<file path="src/rtl/seq_detector_param.sv">
// rtl/seq_detector_param.sv - parametrised serial pattern detector with reloadable pattern and saturating match counter
// Optional don't-care mask on the compare: define SEQ_DET_MASK_EN.
module seq_detector_param #(
    parameter int               PAT_W   = 4,
    parameter logic [PAT_W-1:0] PATTERN = 4'b1011,
    parameter int               CNT_W   = 8
) (
    input  logic             CLK,
    input  logic             RET,
    input  logic             DATA_VALID,
    input  logic             DATA_IN,
    input  logic             OVERLAP,
    input  logic             PAT_LOAD,
    input  logic [PAT_W-1:0] PAT_IN,
`ifdef SEQ_DET_MASK_EN
    input  logic [PAT_W-1:0] PAT_MASK_IN,
`endif
    input  logic             CNT_CLR,
    output logic             MATCH,
    output logic [CNT_W-1:0] MATCH_CNT,
    output logic             CNT_SAT
);

    localparam int             FW   = $clog2(PAT_W + 1);
    localparam logic [FW-1:0]  FULL = FW'(PAT_W);

    typedef enum logic {S_FILL, S_ARMED} state_t;

    state_t             r_state;
    logic [PAT_W-1:0]   r_pat;
    logic [PAT_W-1:0]   r_hist;
    logic [FW-1:0]      r_fill;
    logic               r_match;
    logic [CNT_W-1:0]   r_cnt;
    logic               r_sat;

    logic               w_accept;
    logic               w_fill_bad;
    logic [PAT_W-1:0]   w_hist_next;
    logic [FW-1:0]      w_fill_next;
    logic [FW-1:0]      w_fill_store;
    logic               w_cmp;
    logic               w_hit;
    logic [CNT_W-1:0]   w_cnt_next;

    // A reload in the same cycle wins over the data bit, so that bit is never accepted.
    assign w_accept    = DATA_VALID && !PAT_LOAD;
    assign w_fill_bad  = r_fill > FULL;
    assign w_hist_next = {r_hist[PAT_W-2:0], DATA_IN};
    assign w_fill_next = w_fill_bad           ? '0   :
                         (r_state == S_ARMED) ? FULL : r_fill + FW'(1);

`ifdef SEQ_DET_MASK_EN
    logic [PAT_W-1:0]   r_mask;
    assign w_cmp = ((w_hist_next ^ r_pat) & r_mask) == '0;
`else
    assign w_cmp = (w_hist_next == r_pat);
`endif

    assign w_hit        = w_accept && (w_fill_next == FULL) && w_cmp;
    assign w_fill_store = (w_hit && !OVERLAP) ? '0 : w_fill_next;

    always_comb begin
        w_cnt_next = r_cnt;
        if (CNT_CLR)
            w_cnt_next = w_hit ? CNT_W'(1) : '0;
        else if (w_hit && !(&r_cnt))
            w_cnt_next = r_cnt + CNT_W'(1);
    end

    always_ff @(posedge CLK) begin
        if (RET) begin
            r_state <= S_FILL;
            r_pat   <= PATTERN;
            r_hist  <= '0;
            r_fill  <= '0;
            r_match <= 1'b0;
            r_cnt   <= '0;
            r_sat   <= 1'b0;
`ifdef SEQ_DET_MASK_EN
            r_mask  <= '1;
`endif
        end else begin
            r_match <= w_hit;
            r_cnt   <= w_cnt_next;
            r_sat   <= &w_cnt_next;
            if (PAT_LOAD) begin
                r_pat   <= PAT_IN;
                r_hist  <= '0;
                r_fill  <= '0;
                r_state <= S_FILL;
`ifdef SEQ_DET_MASK_EN
                r_mask  <= PAT_MASK_IN;
`endif
            end else if (w_accept) begin
                r_hist  <= w_hist_next;
                r_fill  <= w_fill_store;
                r_state <= (w_fill_store == FULL) ? S_ARMED : S_FILL;
            end else if (w_fill_bad) begin
                r_fill  <= '0;
                r_state <= S_FILL;
            end
        end
    end

    assign MATCH     = r_match;
    assign MATCH_CNT = r_cnt;
    assign CNT_SAT   = r_sat;

endmodule

</file>
<file path="config.mk">
export PLATFORM = sky130hd
export DESIGN_NAME = seq_detector_param
export DESIGN_NICKNAME = d
export VERILOG_FILES = /design/src/rtl/seq_detector_param.sv
export SDC_FILE = /design/constraint.sdc
export NUM_CORES = 1
export LEC_CHECK = 0
export CORE_MARGIN = 2
export CORE_UTILIZATION = 45
export CTS_CLUSTER_DIAMETER = 200
export CTS_CLUSTER_SIZE = 10
export DETAILED_ROUTE_END_ITERATION = 7
export GPL_TIMING_DRIVEN = 0
export PLACE_DENSITY = 0.7
export SYNTH_ARGS = -nofsm -noshare
export SYNTH_HDL_FRONTEND = slang
export SYNTH_SLANG_ARGS = --single-unit
export TNS_END_PERCENT = 10
</file>
<file path="constraint.sdc">
create_clock -name CLK -period 2.1 [get_ports CLK]
set_input_delay 0.42 -clock CLK [delete_from_list [all_inputs] [get_ports CLK]]
set_output_delay 0.42 -clock CLK [all_outputs]
set_load 0.05 [all_outputs]
</file>
* After elaboration in Yosys (flattened, before gate mapping)
Index checks and enable logic that the tools add are counted.
** Operators by class
- Muxes and demuxes :: 11
- Reduce and logical (&&, ||, !) cells :: 12
- Equal/unequal tests :: 3
- $lt $le $gt $ge :: 1
- Add/subtract/negate cells :: 2
** Operator list (number)
- 2-to-1 mux 8 bit :: 2
- AND reduction 8 bit :: 2
- 2-to-1 mux 3 bit :: 5
- adder 8 x 1 -> 8 bit (second input constant) :: 1
- equality test 3 bit (second input constant) :: 2
- logical AND 1 bit :: 5
- equality test 4 bit :: 1
- 2-to-1 mux 1 bit :: 4
- adder 3 x 1 -> 3 bit (second input constant) :: 1
- > comparator 3 bit (second input constant) :: 1
- logical NOT 1 bit :: 3
- nonzero test 2 bit :: 1
- OR reduction 2 bit :: 1
** Storage, ports and cells
- Register bits after elaboration :: 21
- Output and inout port bits :: 10
- Input bits :: 11
- Logic and storage cells :: 36

* Depth between registers and ports, before layout
- Depth in word-level cells :: 11
- Gate-level depth with buffers :: 9
- Gate-level depth less buffers :: 8

* Worst setup path after synthesis
OpenSTA, ideal clock, no wires.
- Kind :: flip-flop to flip-flop
- Start :: reg r_cnt[1] (netlist: MATCH_CNT[1])
- End :: reg r_sat (netlist: CNT_SAT)
- Arrival time :: 2.014 ns
- Path slack :: -0.002 ns
- Setup time :: 0.088 ns
- Stages on the path, launching flop included :: 8
- Data required time :: 2.012 ns
- Path buffers :: 1
- Clock period less this slack :: 2.102 ns
- Path through :: dfxtp_1 > ha_1 > nand4_1 > nor2_1 > buf_2 > and4bb_1 > xnor2_1 > nor4_2
** On the way
- Word-level cells in the longest chain between the ends :: 6
- Elaborated cells between the ends (all ways) :: 7
- Classes of those cells :: add/sub (1); mux (2); reduce/logical (4)
** RTL lines
- from (decl) :: line 34 : logic [CNT_W-1:0] r_cnt;
- from (signal assigned) :: line 85 : r_cnt <= w_cnt_next;
- parallel branches: the longest is 3 deep, another holds adder 8 x 1 -> 8 bit
- 2-to-1 mux 8 bit * :: line 67 : else if (w_hit && !(&r_cnt))
- 2-to-1 mux 8 bit * :: line 65 : if (CNT_CLR)
- AND reduction 8 bit * :: line 86 : r_sat <= &w_cnt_next;
- to (signal assigned) :: line 86
- to (decl) :: line 35 : logic r_sat;
Every way passes the cells marked *.
A chain may end at the register's enable or synchronous reset.

* Worst setup path after layout
- Start :: reg r_cnt[4] (netlist: MATCH_CNT[4])
- End :: out MATCH_CNT[4]
** RTL lines
- to (decl) :: line 20 : output logic [CNT_W-1:0] MATCH_CNT,
No word-level cell between the ends.

==> run_results.csv <==
group,metric,value,unit
synthesis,syn_avg_cell_area,9.26,um2
synthesis,synth_fp_nets,145,
detailed_routing,drc,0,
synthesis,synth_warnings,0,
die,io_pins,21,
placement,gp_congestion,0.784,
timing,worst_pin_slew,0.497,ns
outcome,outcome,"complete, no violations",
critical_path,crit_type,"reg2out",
detailed_routing,drtPass1Iterations,4,
cts,clk_latency,0.31,ns
critical_path,critPathLaunchType,"flop",
finish,diodes,0,
synthesis,netlist_area,1210,um2
synthesis,synth_top_family_by_area,"simple AND/OR/NAND/NOR gates",
cts,clk_pin_slew_worst_paths,0.12,ns
synthesis,netlist_top_cells_area,"dfxtp_1 (35%), nor2_1 (5.9%), mux2i_1 (4.9%)",
power,finalPower,684,uW
grt,grt-ovfl-total,0,
detailed_routing,drt_iter0_markers,14,
timing,setup_viol,0,
cts,cts_sinks,21,
critical_path,crit_path_max_fanout,6,
grt,grt_max_degree,12,
finish,syn_to_final_growth,20.5,%
timing,slew_headroom,0.668,
timing,hold_violations,0,
synthesis,synthTopCellsByCount,"dfxtp_1 (21), nor2_1 (19), nand2_1 (7)",
synthesis,synthMuxAreaShare,0.0495,
power,peakVddDrop,0.295,mV
cts,cts_buffer_depth,2,
synthesis,synth-simple-area-share,0.335,
synthesis,synth_ff_type,"dfxtp_1",
power,p_per_area,468,nW/um2
synthesis,ys_ff_latch,21,
die,die_x,55.9,um
finish,drive_above_1_share,0.222,
synthesis,synth_compound_area_frac,0.104,
synthesis,netlist.area_leader.share,0.346,
synthesis,yosysSeqAreaShare,0.346,
die,initial_core_util,0.481,
critical_path,crit_path_max_incr_delay,0.85,ns
timing,fin_skew,0.00612,ns
critical_path,crit_path_top_delay_cell,"clkdlybuf4s50_1",
critical_path,path_buf_inv,1,
timing,fmax,490,MHz
synthesis,synth_cell_types,44,
critical_path,crit_required,1.68,ns
synthesis,yosys.area.top_type,"dfxtp_1",
synthesis,yosysMostFrequentCell,"dfxtp_1",
placement,placed_cells,179,
flow_run,drv_cap,0,
synthesis,synth_edf_count,0,
cts,numCtsBuffers,3,
detailed_routing,viasPerCell,5.22,
detailed_routing,ant_nets,0,
finish,final_cells,183,
cts,cts_max_level,1,
synthesis,synth_fa_ha_area_frac,0.0309,
detailed_routing,wl,2160,um
die,die_area,3130,um2
finish,num-fill-cells,233,
critical_path,worstPathArrival,1.62,ns
critical_path,worstSetupEndpointType,"output port",
detailed_routing,wl_per_cell,11.8,um
detailed_routing,vias,955,
die,die_y,55.9,um
grt,grt_pass1_wl,3720,um
timing,final_max_slew_viol_count,0,
cts,root_buffer,"clkbuf_4",
hold_path,hold_path.class,"in2reg",
critical_path,crit_family,"buffers and inverters",
cts,post_cts_buffers,0,
critical_path,r2r_slack,0.09,ns
synthesis,async_flop_share,0,
finish,finalNetCount,168,
synthesis,synth_xor_area_frac,0.0784,
die,num_rows,18,
die,core_area,2520,um2
grt,grt_usage,0.146,
placement,hpwl,1670,um
cts,cts_hold_buf,0,
timing,rsz0062_at_grt,"false",
timing,period_share,0.972,
timing,min_period,2.04,ns
synthesis,postSynthCellCount,131,
critical_path,cp_cell_sequence,"clkdlybuf4s50_1",
grt,antenna_found_initial,0,
cts,cts_tree,"built",
placement,place.port_buffers,18,
power,leakage,0.000533,uW
grt,grt_pass1_vias,913,
report_power, final:
| part | internal (uW) | switching [uW] |
|---|---|---|
| Clock | 74.2 | 129 |
| Sequential | 405 | 5.88 |
| Combinational | 39.9 | 29.8 |
| Total | 519 | 165 |
path summary, 6_finish.rpt:
| kind | startpoint | endpoint | cells past startpoint |
|---|---|---|---|
| worst max-delay path | MATCH_CNT[4]$_SDFF_PP0_ | MATCH_CNT[4] | 1 |
| worst min-delay path | PAT_LOAD | r_pat[1]$_SDFFE_PP1P_ | 2 |
| worst max register to register | r_fill[0]$_SDFFE_PP0P_ | MATCH_CNT[5]$_SDFF_PP0_ | 9 |
| worst min register to register | r_fill[1]$_SDFFE_PP0P_ | r_fill[1]$_SDFFE_PP0P_ | 2 |
final cells by class:
type,count,area (um2),area share
inverters,3,11.3,0.00770
clock buffers,4,26.3,0.0180
multi-input cells,99,726,0.496
flip-flops and latches,21,425,0.291
well taps,30,37.5,0.0257
plain buffers,8,56.3,0.0385
repair buffers,18,180,0.123
metal layers:
metal / wire length (um) / share of wire / vias up / global-route usage
met1: 1030 / 0.48 / 441 / 0.184
met3: 75 / 0.035 / 5 / 0.0209
met4: 39 / 0.018 / 0 / 0.0612
met2: 1010 / 0.47 / 17 / 0.250
li1: - / - / 492 / -
met5: 0 / 0 / - / 0
repair_timing:
action | 4_1_cts | 5_1_grt
pin swaps | 0 | 1
resized for setup | 1 | 2
setup endpoints to repair | 1 | 2
sequential cells by signal, summed over array words and instances (netlist names):
name       count
MATCH_CNT      8
r_hist         3
CNT_SAT        1
r_pat          4
r_state        1
r_fill         3
MATCH          1
stage by stage:
step	hold slack, ns	setup WS, ns	TNS [ns]	utilization	cell area, um2
after floorplan	0.460	0.00377	0	-	1210
after global placement	0.475	-0.00962	-0.00962	0.568	1430
after detailed placement	0.475	-0.0608	-0.104	0.568	1430
after CTS	0.345	0.0511	0	0.579	1460
after global routing	0.351	0.00411	0	0.580	1460
final	0.347	0.0586	0	0.580	1460
cell usage in the layout, fill, tap and decap left out, drive strengths merged, types with 2 or more instances in the layout:
cell,count
inv,3
nand2b,6
xnor2,6
mux2i,6
nand4,2
clkdlybuf4s50,18
and3,2
nand3b,2
nand2,7
buf,6
ha,3
a21oi,5
and2b,3
dfxtp,21
or2,4
xor2,4
nor2b,3
nand3,5
nor3,3
nor4,3
nor2,21
clkbuf,6
a211o,3
logic make-up (layout without fill, tap and decap cells):
kind of cell | count (synthesis) | in the layout
simple gates | 64 | 64
flops | 21 | 21
compound gates | 16 | 16
buf+inv | 11 | 33
xor+xnor | 10 | 10
mux | 6 | 6
fa+ha+maj | 3 | 3
Note: power is estimated with default switching activity, not from simulation.
